## src/rtl/mul_seq_pkg.sv

```systemverilog
// Shared definitions for the multi-cycle multiply sequencer: op codes,
// FSM state encoding and a helper that recognises multiply requests.
package mul_seq_pkg;

  localparam logic [2:0] OP_MUL   = 3'b100;
  localparam logic [2:0] OP_UMULL = 3'b101;
  localparam logic [2:0] OP_SMULL = 3'b110;

  typedef enum logic [1:0] {
    S_IDLE = 2'd0,
    S_RUN  = 2'd1,
    S_SIGN = 2'd2,
    S_DONE = 2'd3
  } state_t;

  // True for the three op codes this engine executes.
  function automatic logic is_mul_op(input logic [2:0] op);
    return (op == OP_MUL) || (op == OP_UMULL) || (op == OP_SMULL);
  endfunction

endpackage

```

## src/rtl/mul_seq_datapath.sv

```systemverilog
// Radix-2 shift-add datapath: operand capture (with magnitude conversion for
// signed multiplies), W+1-bit accumulate, combined right shift, and the final
// sign fix-up that produces the registered results and {N,Z} flags.
module mul_seq_datapath
  import mul_seq_pkg::*;
#(
  parameter int WIDTH = 32
) (
  input  logic             clk,
  input  logic             rst,
  input  logic             i_load,
  input  logic             i_step,
  input  logic             i_fix,
  input  logic [2:0]       i_op,
  input  logic [WIDTH-1:0] i_a,
  input  logic [WIDTH-1:0] i_b,
  output logic [WIDTH-1:0] o_hi,
  output logic [WIDTH-1:0] o_lo,
  output logic [1:0]       o_flags
);

  logic [WIDTH-1:0]        r_mcand;
  logic [WIDTH-1:0]        r_acc;
  logic [WIDTH-1:0]        r_mplier;
  logic                    r_neg;
  logic                    r_is_mul;

  logic signed [WIDTH-1:0] w_a_s;
  logic signed [WIDTH-1:0] w_b_s;
  logic [WIDTH-1:0]        w_a_abs;
  logic [WIDTH-1:0]        w_b_abs;
  logic [WIDTH-1:0]        w_addend;
  logic [WIDTH:0]          w_sum;
  logic [2*WIDTH-1:0]      w_prod;
  logic [2*WIDTH-1:0]      w_fixed;
  logic [WIDTH-1:0]        w_res_hi;
  logic [WIDTH-1:0]        w_res_lo;

  // Negate a full-width product when the operand signs differed.
  function automatic logic [2*WIDTH-1:0] sign_fix(input logic [2*WIDTH-1:0] p,
                                                   input logic neg);
    return neg ? (~p + 1'b1) : p;
  endfunction

  // {N,Z}: N comes from the top bit of the reported result, Z covers all of it.
  function automatic logic [1:0] calc_flags(input logic [WIDTH-1:0] hi,
                                            input logic [WIDTH-1:0] lo,
                                            input logic is_mul);
    logic n;
    logic z;
    n = is_mul ? lo[WIDTH-1] : hi[WIDTH-1];
    z = ({hi, lo} == '0);
    return {n, z};
  endfunction

  // The most negative value maps to 2**(W-1), which is exact as unsigned.
  assign w_a_s    = i_a;
  assign w_b_s    = i_b;
  assign w_a_abs  = w_a_s[WIDTH-1] ? -w_a_s : w_a_s;
  assign w_b_abs  = w_b_s[WIDTH-1] ? -w_b_s : w_b_s;

  assign w_addend = r_mplier[0] ? r_mcand : '0;
  assign w_sum    = {1'b0, r_acc} + {1'b0, w_addend};

  assign w_prod   = {r_acc, r_mplier};
  assign w_fixed  = sign_fix(w_prod, r_neg);
  assign w_res_hi = r_is_mul ? '0 : w_fixed[2*WIDTH-1:WIDTH];
  assign w_res_lo = w_fixed[WIDTH-1:0];

  // Operand capture on load; one add-and-shift iteration per step.
  always_ff @(posedge clk or posedge rst) begin
    if (rst) begin
      r_mcand  <= '0;
      r_acc    <= '0;
      r_mplier <= '0;
      r_neg    <= 1'b0;
      r_is_mul <= 1'b0;
    end else if (i_load) begin
      r_is_mul <= (i_op == OP_MUL);
      r_acc    <= '0;
      if (i_op == OP_SMULL) begin
        r_mcand  <= w_a_abs;
        r_mplier <= w_b_abs;
        r_neg    <= i_a[WIDTH-1] ^ i_b[WIDTH-1];
      end else begin
        r_mcand  <= i_a;
        r_mplier <= i_b;
        r_neg    <= 1'b0;
      end
    end else if (i_step) begin
      r_acc    <= w_sum[WIDTH:1];
      r_mplier <= {w_sum[0], r_mplier[WIDTH-1:1]};
    end
  end

  // Results and flags update only on the fix strobe and hold otherwise.
  always_ff @(posedge clk or posedge rst) begin
    if (rst) begin
      o_hi    <= '0;
      o_lo    <= '0;
      o_flags <= 2'b00;
    end else if (i_fix) begin
      o_hi    <= w_res_hi;
      o_lo    <= w_res_lo;
      o_flags <= calc_flags(w_res_hi, w_res_lo, r_is_mul);
    end
  end

endmodule

```

## src/rtl/mul_sequencer.sv

```systemverilog
// Multi-cycle multiply controller: IDLE -> RUN (WIDTH iterations) -> SIGN -> DONE.
// Owns the FSM and the iteration counter; the arithmetic lives in mul_seq_datapath.
module mul_sequencer
  import mul_seq_pkg::*;
#(
  parameter int WIDTH = 32,
  parameter int CNT_W = 6
) (
  input  logic             clk,
  input  logic             reset,
  input  logic             start,
  input  logic [2:0]       op,
  input  logic [WIDTH-1:0] a,
  input  logic [WIDTH-1:0] b,
  output logic             busy,
  output logic             done,
  output logic [WIDTH-1:0] result_hi,
  output logic [WIDTH-1:0] result_lo,
  output logic [1:0]       flags
);

  localparam logic [CNT_W-1:0] LAST_ITER = CNT_W'(WIDTH - 1);

  state_t           r_state;
  state_t           w_next;
  logic [CNT_W-1:0] r_cnt;
  logic             w_load;
  logic             w_step;
  logic             w_fix;

  // State register.
  always_ff @(posedge clk or posedge reset) begin
    if (reset) r_state <= S_IDLE;
    else       r_state <= w_next;
  end

  // Iteration counter: cleared on accept, advanced once per RUN cycle.
  always_ff @(posedge clk or posedge reset) begin
    if (reset)       r_cnt <= '0;
    else if (w_load) r_cnt <= '0;
    else if (w_step) r_cnt <= r_cnt + 1'b1;
  end

  // Next-state logic, datapath strobes and status outputs.
  always_comb begin
    w_next = r_state;
    w_load = 1'b0;
    w_step = 1'b0;
    w_fix  = 1'b0;
    busy   = 1'b0;
    done   = 1'b0;
    case (r_state)
      S_IDLE: begin
        if (start && is_mul_op(op)) begin
          w_load = 1'b1;
          w_next = S_RUN;
        end
      end
      S_RUN: begin
        busy   = 1'b1;
        w_step = 1'b1;
        if (r_cnt == LAST_ITER) w_next = S_SIGN;
      end
      S_SIGN: begin
        busy   = 1'b1;
        w_fix  = 1'b1;
        w_next = S_DONE;
      end
      S_DONE: begin
        done   = 1'b1;
        w_next = S_IDLE;
      end
      default: w_next = S_IDLE;
    endcase
  end

  mul_seq_datapath #(
    .WIDTH(WIDTH)
  ) u_dp (
    .clk     (clk),
    .rst     (reset),
    .i_load  (w_load),
    .i_step  (w_step),
    .i_fix   (w_fix),
    .i_op    (op),
    .i_a     (a),
    .i_b     (b),
    .o_hi    (result_hi),
    .o_lo    (result_lo),
    .o_flags (flags)
  );

endmodule

```

## config.mk

```make
export PLATFORM = sky130hd
export DESIGN_NAME = mul_sequencer
export DESIGN_NICKNAME = d
export VERILOG_FILES = /design/src/rtl/mul_seq_pkg.sv /design/src/rtl/mul_seq_datapath.sv /design/src/rtl/mul_sequencer.sv
export SDC_FILE = /design/constraint.sdc
export NUM_CORES = 1
export LEC_CHECK = 0
export CORE_MARGIN = 5
export CORE_UTILIZATION = 50
export CTS_BUF_LIST = sky130_fd_sc_hd__clkbuf_16
export CTS_CLUSTER_DIAMETER = 40
export DETAILED_ROUTE_END_ITERATION = 6
export DONT_BUFFER_PORTS = 1
export GPL_TIMING_DRIVEN = 0
export HOLD_SLACK_MARGIN = 0.06
export PLACE_DENSITY = 0.74
export SYNTH_ARGS = -nofsm -noshare
export SYNTH_HDL_FRONTEND = slang
export SYNTH_SLANG_ARGS = --single-unit
```

## constraint.sdc

```tcl
create_clock -name clk -period 6 [get_ports clk]
set_input_delay 0.6 -clock clk [delete_from_list [all_inputs] [get_ports clk]]
set_output_delay 0.6 -clock clk [all_outputs]
set_load 0.005 [all_outputs]
```

After elaboration in Yosys (flattened, before gate mapping)
Cells that the tools add are included.
W data, S select, Z words.
Operators by class
  add/sub/neg operators: 5
  equal/unequal tests: 9
  muxes and demuxes: 24
  bitwise gates (word level): 2
  reduce and logical (&&, ||, !) cells: 8
Operators by type and width (number)
  $mux W32: 10
  $add A64 B1 Y64 const B: 1
  $logic_not A64 Y1: 1
  $mux W64: 1
  $neg A32 Y32: 2
  $not A64 Y64: 1
  $add A32 B32 Y33: 1
  $mux W6: 2
  $eq A3 B3 Y1 const B: 3
  $mux W1: 8
  $pmux W2 S4: 1
  $add A6 B1 Y6 const B: 1
  $eq A6 B5 Y1 const B: 1
  $eq A2 B2 Y1 const B: 2
  $mux W2: 2
  $ne A2 B2 Y1 const B: 2
  $eq A2 B1 Y1 const B: 1
  $logic_not A2 Y1: 1
  $logic_or A1 B1 Y1: 2
  $reduce_and A2 Y1: 1
  $reduce_bool A2 Y1: 1
  $reduce_or A2 Y1: 1
  $logic_and A1 B1 Y1: 1
  $xor A1 B1 Y1: 1
Storage, ports and cells
  register bits after elaboration: 172
  bits of input ports: 70
  output and inout port bits: 68

Depth between registers and ports, before layout
Gate-level depths: netlist of the first run.
  depth in word-level cells: 7
  gate-level depth with buffers: 14

By module
From an unflattened synthesis of the first run, not the netlist that was laid out.
Second synthesis, totals
  cells, all modules: 1462
  area, all modules: 12371.9 µm²
By module, submodules not included
  mul_seq_datapath: times used 1, cells an instance 1416, area each 11903.9 µm², sequential area each 4103.9 µm²
  mul_sequencer: times used 1, cells an instance 46, area each 467.9 µm², sequential area each 200.2 µm²

Worst setup path before layout of the first run
OpenSTA, ideal clock, no wires.
  path type: register to register
  from: register u_dp.r_mplier[0]
  to: register u_dp.r_acc[31]
  data arrival time: 3.261 ns
  setup slack: 2.618 ns
  cell stages (with the launch flop): 15
  path buffers: 2
  clock period less this slack: 3.382 ns
  cell sequence: dfrtp_1 > clkbuf_1 > clkbuf_1 > and2_1 > ha_1 > fa_1 > a211oi_1 > o211ai_1 > nand3_1 > nand2_1 > a221oi_1 > o21ai_0 > a221oi_1 > o2111ai_1 > o211a_1
Between the ends
  longest elaborated chain between the ends: 4
Ends and longest elaborated chain
  start, declared: RTL line mul_seq_datapath.sv:24  | logic [WIDTH-1:0] r_mplier;
  start signal, assigned: RTL line mul_seq_datapath.sv:83  | r_mplier <= w_b_abs;
  start signal, assigned: RTL line mul_seq_datapath.sv:87  | r_mplier <= i_b;
  start signal, assigned: RTL line mul_seq_datapath.sv:92  | r_mplier <= {w_sum[0], r_mplier[WIDTH-1:1]};
  $mux W32: RTL line mul_seq_datapath.sv:62  | assign w_addend = r_mplier[0] ? r_mcand : '0;
  $add A32 B32 Y33: RTL line mul_seq_datapath.sv:63  | assign w_sum = {1'b0, r_acc} + {1'b0, w_addend};
  $mux W32: RTL line mul_seq_datapath.sv:90  | end else if (i_step) begin
  $mux W32: RTL line mul_seq_datapath.sv:78  | end else if (i_load) begin
  end signal, assigned: RTL line mul_seq_datapath.sv:91  | r_acc <= w_sum[WIDTH:1];
  end, declared: RTL line mul_seq_datapath.sv:23  | logic [WIDTH-1:0] r_acc;
No other way between the ends. The select of a mux whose other input is x is not followed.
A chain may end at the register's enable or synchronous reset.

Final worst setup path of the first run
  from: register u_dp.r_mplier[0]
  to: register u_dp.o_flags[0]
Between the ends
  longest elaborated chain between the ends: 5
Ends and longest elaborated chain
  $not A64 Y64: RTL line mul_seq_datapath.sv:42  | return neg ? (~p + 1'b1) : p;
  $add A64 B1 Y64: RTL line mul_seq_datapath.sv:42
  $mux W64 (*): RTL line mul_seq_datapath.sv:42
  $mux W32: RTL line mul_seq_datapath.sv:67  | assign w_res_hi = r_is_mul ? '0 : w_fixed[2*WIDTH-1:WIDTH];
  $logic_not A64 Y1 (*): RTL line mul_seq_datapath.sv:52  | z = ({hi, lo} == '0);
  end signal, assigned: RTL line mul_seq_datapath.sv:105  | o_flags <= calc_flags(w_res_hi, w_res_lo, r_is_mul);
  end, declared: RTL line mul_seq_datapath.sv:19  | output logic [1:0] o_flags
Mark *: on every way between the ends. The rest lies on a longest branch, timed or not.

==> results of run 1 <==
## final cells by class
type	instances	area [sq um]	share of cell area, %
plain buffers	92	360.3	2.699
flip-flops and latches	172	4304	32.24
inverters	40	157.7	1.181
multi-input cells	1144	7496	56.15
repair buffers	2	37.54	0.2812
well taps	324	405.4	3.037
clock buffers	17	425.4	3.187
clock inverters	15	162.7	1.218
## layer usage
metal	vias up	wire, um	global-route usage, %
met5	-	0	0
met4	0	833	7.115
met3	56	3700	7.585
met2	465	15800	39.05
met1	5243	16930	37.88
li1	5230	-	-
## registers in the layout, summed over array words and instances, names as in the netlist
register       flops
r_cnt              6
r_state            2
u_dp.o_flags       2
u_dp.o_hi         32
u_dp.o_lo         32
u_dp.r_acc        32
u_dp.r_is_mul      1
u_dp.r_mcand      32
u_dp.r_mplier     32
u_dp.r_neg         1
## logic make-up (layout without fill, tap and decap cells)
family,Yosys count,in the layout,share of synthesized area (%)
simple gates,514,514,20.57
compound gates,358,358,18.44
flops,172,172,34.96
xor+xnor,141,141,10.03
buf+inv,132,166,4.147
mux,88,88,7.419
fa+ha+maj,43,43,4.431
## report_power, final
group | total (mW) | switching [mW] | internal, mW
clock network | 1.14 | 0.518 | 0.622
logic | 4.30 | 2.60 | 1.69
registers | 2.43 | 0.669 | 1.76
total | 7.86 | 3.79 | 4.07
## worst max-delay path: stages (launching register included)
cell	delay, ns
dfrtp_1	0.36
clkbuf_1	0.34
clkbuf_1	0.32
inv_1	0.13
ha_1	0.28
or4b_1	0.53
nor2_1	0.51
a311oi_1	0.19
a2111oi_0	0.96
o2111ai_1	0.25
nor4_1	0.53
nand4b_1	0.17
nand4b_1	0.22
o21ai_1	0.10
## final timing paths
check,from,end,cells after the start
max in group asynchronous,reset,u_dp.r_acc[0],3
setup reg to reg,u_dp.r_mplier[0],u_dp.o_flags[0],13
min in group asynchronous,reset,r_state[1],2
hold / removal,a[31],u_dp.r_mcand[31],2
setup / recovery,u_dp.r_mplier[0],u_dp.o_flags[0],13
hold reg to reg,u_dp.r_mcand[9],u_dp.r_mcand[9],2
## cells in the mapped netlist, types with 3 or more instances
cell type,instances
a41oi_1,3
or4_1,11
a31oi_1,15
xor2_1,86
o31ai_1,24
o211ai_1,4
o21ai_0,110
o21ai_1,4
a31o_2,5
o21a_1,4
o41ai_1,16
nand2b_1,7
nand3_1,25
inv_1,39
and2_1,36
a2111oi_0,3
clkbuf_1,72
mux2_2,22
nor3b_1,8
a21o_1,13
buf_1,13
buf_2,6
nand4_1,17
xnor2_1,55
or4b_1,3
o21bai_1,3
dfrtp_1,172
nor4_1,23
ha_1,42
a221oi_1,3
a211oi_1,18
o22ai_1,12
nand2_1,134
nor2b_1,11
or3_1,22
mux2i_1,65
a21oi_1,91
nor2_1,150
or2_2,7
nand4b_1,4
and3_1,6
o2111ai_1,6
nor3_1,37
## per-stage QoR
stage                     power (mW)  instance area, sq um  util, %
final                          7.861                 13350    55.05
after global routing           8.460                 13350    55.05
after CTS                      7.785                 13350    55.05
after detailed placement       6.632                 12750    52.59
after global placement         6.520                 12720    52.44
after floorplan                5.403                 12310        -
## repair_timing
action | in CTS | in global routing
setup buffers | 0 | 0
endpoints found under the hold margin | 46 | 0
hold buffers | 1 | 0
==> flow_summary_export.csv, run 1 <==
group,metric,value,unit
timing,skew,0.01739,ns
job,drv_cap,0,
die,die_y,166.9,um
route,dr.pass1.iters,5,
synth,ys_ff_latch,172,
final_layout,drive_above_1_share,5.870,%
power_and_ir_drop,p_leak,5.383,nW
power_and_ir_drop,ir_worst_vdd,0.1973,mV
worst_hold_path,worstHoldPathType,"input pin to flip-flop",
grt,grt_pass1_wl,59400,um
synth,yosysTopAreaCellShare,34.96,%
grt,grt_pass1_vias,10650,
placed_design,portBuffers,0,
synth,yosysUniqueCellTypes,75,
synth,synth_area,12310,sq um
clock_network,cts-root-buf,"clkbuf_16",
timing,report.final.setup_viol,0,
timing,fmax,200.7,MHz
die,fp-row-count,57,
critical_path,start_kind,"flip-flop",
critical_path,crit_fanout,10,
synth,yosys_warnings,0,
synth,syn_inst,1448,
grt,track_usage,26.36,%
placed_design,dp_hpwl,28790,um
timing,rsz0062_at_grt,"no",
clock_network,cts_tree,"done",
die,die_width,166.9,um
clock_network,cts_resized,0,
synth,synth_edf_count,0,
timing,finalCritPeriodShare,83.02,%
critical_path,crit_path_end_kind,"flip-flop",
synth,synth_nets,1561,
clock_network,htree_num_levels,4,
timing,maxSlewViolCount,0,
route,vias,10990,
clock_network,path_clk_slew,0.08,ns
final_layout,nNetsFinal,1582,
final_layout,antenna_cells,0,
synth,synthArstFlopShare,100.0,%
timing,relSlewSlack,23.65,%
final_layout,fillers,2222,
route,route.detailed.drc,0,
placed_design,place_congestion,0.9775,
timing,layout_setup_ws,1.019,ns
grt,antenna_found_initial,0,
critical_path,r2r_slack,1.02,ns
clock_network,cts-buffers-inserted,17,
outcome,status,"finished clean",
timing,fin_tns_setup,0,ns
route,drtIter0Drc,1102,
grt,grt_max_degree,127,
die,io_pins,138,
timing,tightest_slew,1.116,ns
placed_design,place_inst,1773,
synth,synth_top_area_cell,"dfrtp_1",
synth,syn-mean-instance-area,8.502,sq um
die,fp.coreArea,24250,sq um
final_layout,final_cell_count_no_fill,1806,
critical_path,cp.required,6.37,ns
die,die_area,27860,sq um
final_layout,final_cell_mix,"172 x dfrtp_1, 150 x nor2_1, 134 x nand2_1",
die,initial_core_util,50.77,%
route,ant_nets,0,
placed_design,dp_slack,1.224,ns
synth,synthTopCellsByArea,"dfrtp_1 35%, xor2_1 6.1%, mux2i_1 5.3%",
timing,min_period,4.981,ns
grt,grt_overflow,0,
clock_network,insertion_delay,0.44,ns
synth,ys_seq_area_share,34.96,%
route,via_per_inst,6.087,
synth,ys.flop_type,"dfrtp_1",
final_layout,syn2layout_area_growth,8.436,%
critical_path,arrival,5.35,ns
route,wl,37260,um
timing,hold_ws,0.2795,ns
timing,hold_viol,0,
route,wl_per_cell,20.63,um
final_layout,final_common_cell,"dfrtp_1",
clock_network,cts_sinks,172,
clock_network,clock_path_buffers,2,
critical_path,critPathKind,"flip-flop to flip-flop",
power_and_ir_drop,power_density,588.9,nW/um^2
No activity file was read; power rests on OpenSTA's default activity.
==> inputs of run 2 (changes only) <==
Settings changed: PLACE_DENSITY 0.74 to 0.77.
Clock period 6 ns to 4.15 ns, I/O delays scaled along.
==> run 2 against run 1 <==
Against the previous run:
- sequential cell count stayed put
- die area stayed put
- critical path type unchanged
- power is 45% higher
==> flow_summary_export.csv, run 2 (synthesis results as in run 1) <==
group,metric,value,unit
outcome,status,"finished clean",
power_and_ir_drop,ir_worst_vdd,0.3181,mV
timing,finalCritPeriodShare,95.58,%
power_and_ir_drop,totalPowerFinal,11.39,mW
grt,track_usage,25.87,%
timing,hold_viol,0,
route,dr.pass1.iters,6,
clock_network,cts-buffers-inserted,17,
die,fp.coreArea,24250,sq um
timing,relSlewSlack,40.74,%
route,route.detailed.drc,0,
grt,grt_overflow,0,
critical_path,crit_path_end_kind,"flip-flop",
clock_network,htree_num_levels,4,
die,fp-row-count,57,
critical_path,cp.required,4.51,ns
critical_path,r2r_slack,0.18,ns
route,vias,11220,
timing,fmax,252.1,MHz
clock_network,insertion_delay,0.44,ns
timing,rsz0062_at_grt,"no",
critical_path,crit_fanout,10,
power_and_ir_drop,power_density,844.6,nW/um^2
clock_network,cts_tree,"done",
critical_path,reg2regPathDepth,11,
timing,tightest_slew,0.8889,ns
die,die_y,166.9,um
route,ant_nets,0,
timing,maxSlewViolCount,0,
final_layout,nNetsFinal,1590,
critical_path,critPathKind,"flip-flop to flip-flop",
placed_design,dp_hpwl,29030,um
worst_hold_path,whs_path_depth,2,
route,drtIter0Drc,1253,
timing,skew,0.01327,ns
die,die_width,166.9,um
critical_path,critPathCapture,"u_dp.o_flags[0]",
route,wl_per_cell,20.53,um
placed_design,portBuffers,0,
grt,grt_max_degree,43,
clock_network,cts_sinks,172,
worst_hold_path,worstHoldPathType,"input pin to flip-flop",
timing,fin_tns_setup,0,ns
clock_network,clock_path_buffers,2,
grt,grt_pass1_wl,58350,um
timing,report.final.setup_viol,0,
final_layout,final_cell_mix,"171 x dfrtp_1, 149 x nor2_1, 133 x nand2_1",
critical_path,crit_start,"u_dp.r_acc[4]",
die,die_area,27860,sq um
die,io_pins,138,
final_layout,fin_util,55.63,%
critical_path,start_kind,"flip-flop",
final_layout,syn2layout_area_growth,9.584,%
final_layout,antenna_cells,0,
final_layout,drive_above_1_share,7.315,%
timing,min_period,3.966,ns
route,wl,37250,um
grt,antenna_found_initial,0,
route,via_per_inst,6.185,
critical_path,rr_endpoint,"u_dp.o_flags[0]",
clock_network,path_clk_slew,0.08,ns
final_layout,final_common_cell,"dfrtp_1",
clock_network,cts-root-buf,"clkbuf_16",
placed_design,place_congestion,1.026,
job,drv_cap,0,
grt,grt_pass1_vias,10550,
power_and_ir_drop,p_leak,5.425,nW
critical_path,r2r-start,"u_dp.r_acc[4]",
die,initial_core_util,50.77,%
critical_path,arrival,4.33,ns
run 2: worst max-delay path, cell delays in order, from the launching register on:
cell and delay (ns):
dfrtp_1 0.53, or3_1 0.41, buf_2 0.18, or4b_4 0.58, or4_4 0.47, buf_6 0.18
o41ai_1 0.37, mux2i_1 0.41, o2111ai_1 0.18, o31ai_1 0.28, nand4b_1 0.18, o21ai_1 0.13
run 2: per-layer routing:
| metal | routed length [um] | global-route usage [%] | part of all wire (%) | up-vias |
|---|---|---|---|---|
| met4 | 702 | 6.795 | 1.9 | 0 |
| li1 | - | - | - | 5262 |
| met5 | 0 | 0 | 0 | - |
| met3 | 3994 | 7.371 | 11 | 57 |
| met2 | 16330 | 39.45 | 44 | 566 |
| met1 | 16220 | 36.33 | 44 | 5335 |
run 2: through the flow:
stage | instance area, sq um | hold slack (ns) | std cells | setup slack (ns)
floorplan | 12310 | 0.4383 | 1448 | 0.7683
global placement | 12720 | 0.4542 | 1772 | -0.8068
detailed placement | 12800 | 0.4545 | 1776 | -0.7814
CTS | 13410 | 0.09068 | 1809 | 0.04061
global route | 13490 | 0.08777 | 1814 | 0.06853
finish | 13490 | 0.1002 | 1814 | 0.1836
run 2: how the worst min path moves through the flow:
stage | to | slack, ns | from
6_report | u_dp.r_mcand[31] | 0.10 | a[31]
5_1_grt | u_dp.r_mcand[31] | 0.09 | a[31]
4_1_cts | u_dp.r_mcand[31] | 0.09 | a[31]
3_5_place_dp | u_dp.o_lo[22] | 0.45 | reset
3_3_place_gp | u_dp.r_mcand[27] | 0.45 | u_dp.r_mcand[27]
2_1_floorplan | u_dp.r_mcand[31] | 0.44 | u_dp.r_mcand[31]
run 2: layout make-up:
| cell class | count | area (sq um) |
|---|---|---|
| inverter | 40 | 153.9 |
| multi-input combinational | 1144 | 7561 |
| timing repair buffer | 11 | 135.1 |
| clock inverter | 15 | 146.4 |
| fill | 2209 | 10760 |
| buffer | 91 | 357.8 |
| clock buffer | 17 | 425.4 |
| tap | 324 | 405.4 |
| sequential | 172 | 4305 |
run 2: repair_timing:
item | CTS | global route
endpoints found under the setup margin | 3 | 3
hold endpoints to repair | 33 | 0
pin swaps | 1 | 2
gates resized for setup | 7 | 7
buffers inserted | 1 | 5
hold buffers | 1 | 0
run 2: power by group:
part           switching (mW)  internal, mW
Combinational            3.79          2.50
Sequential              0.982          2.54
Clock                   0.785         0.801
Total                    5.56          5.84
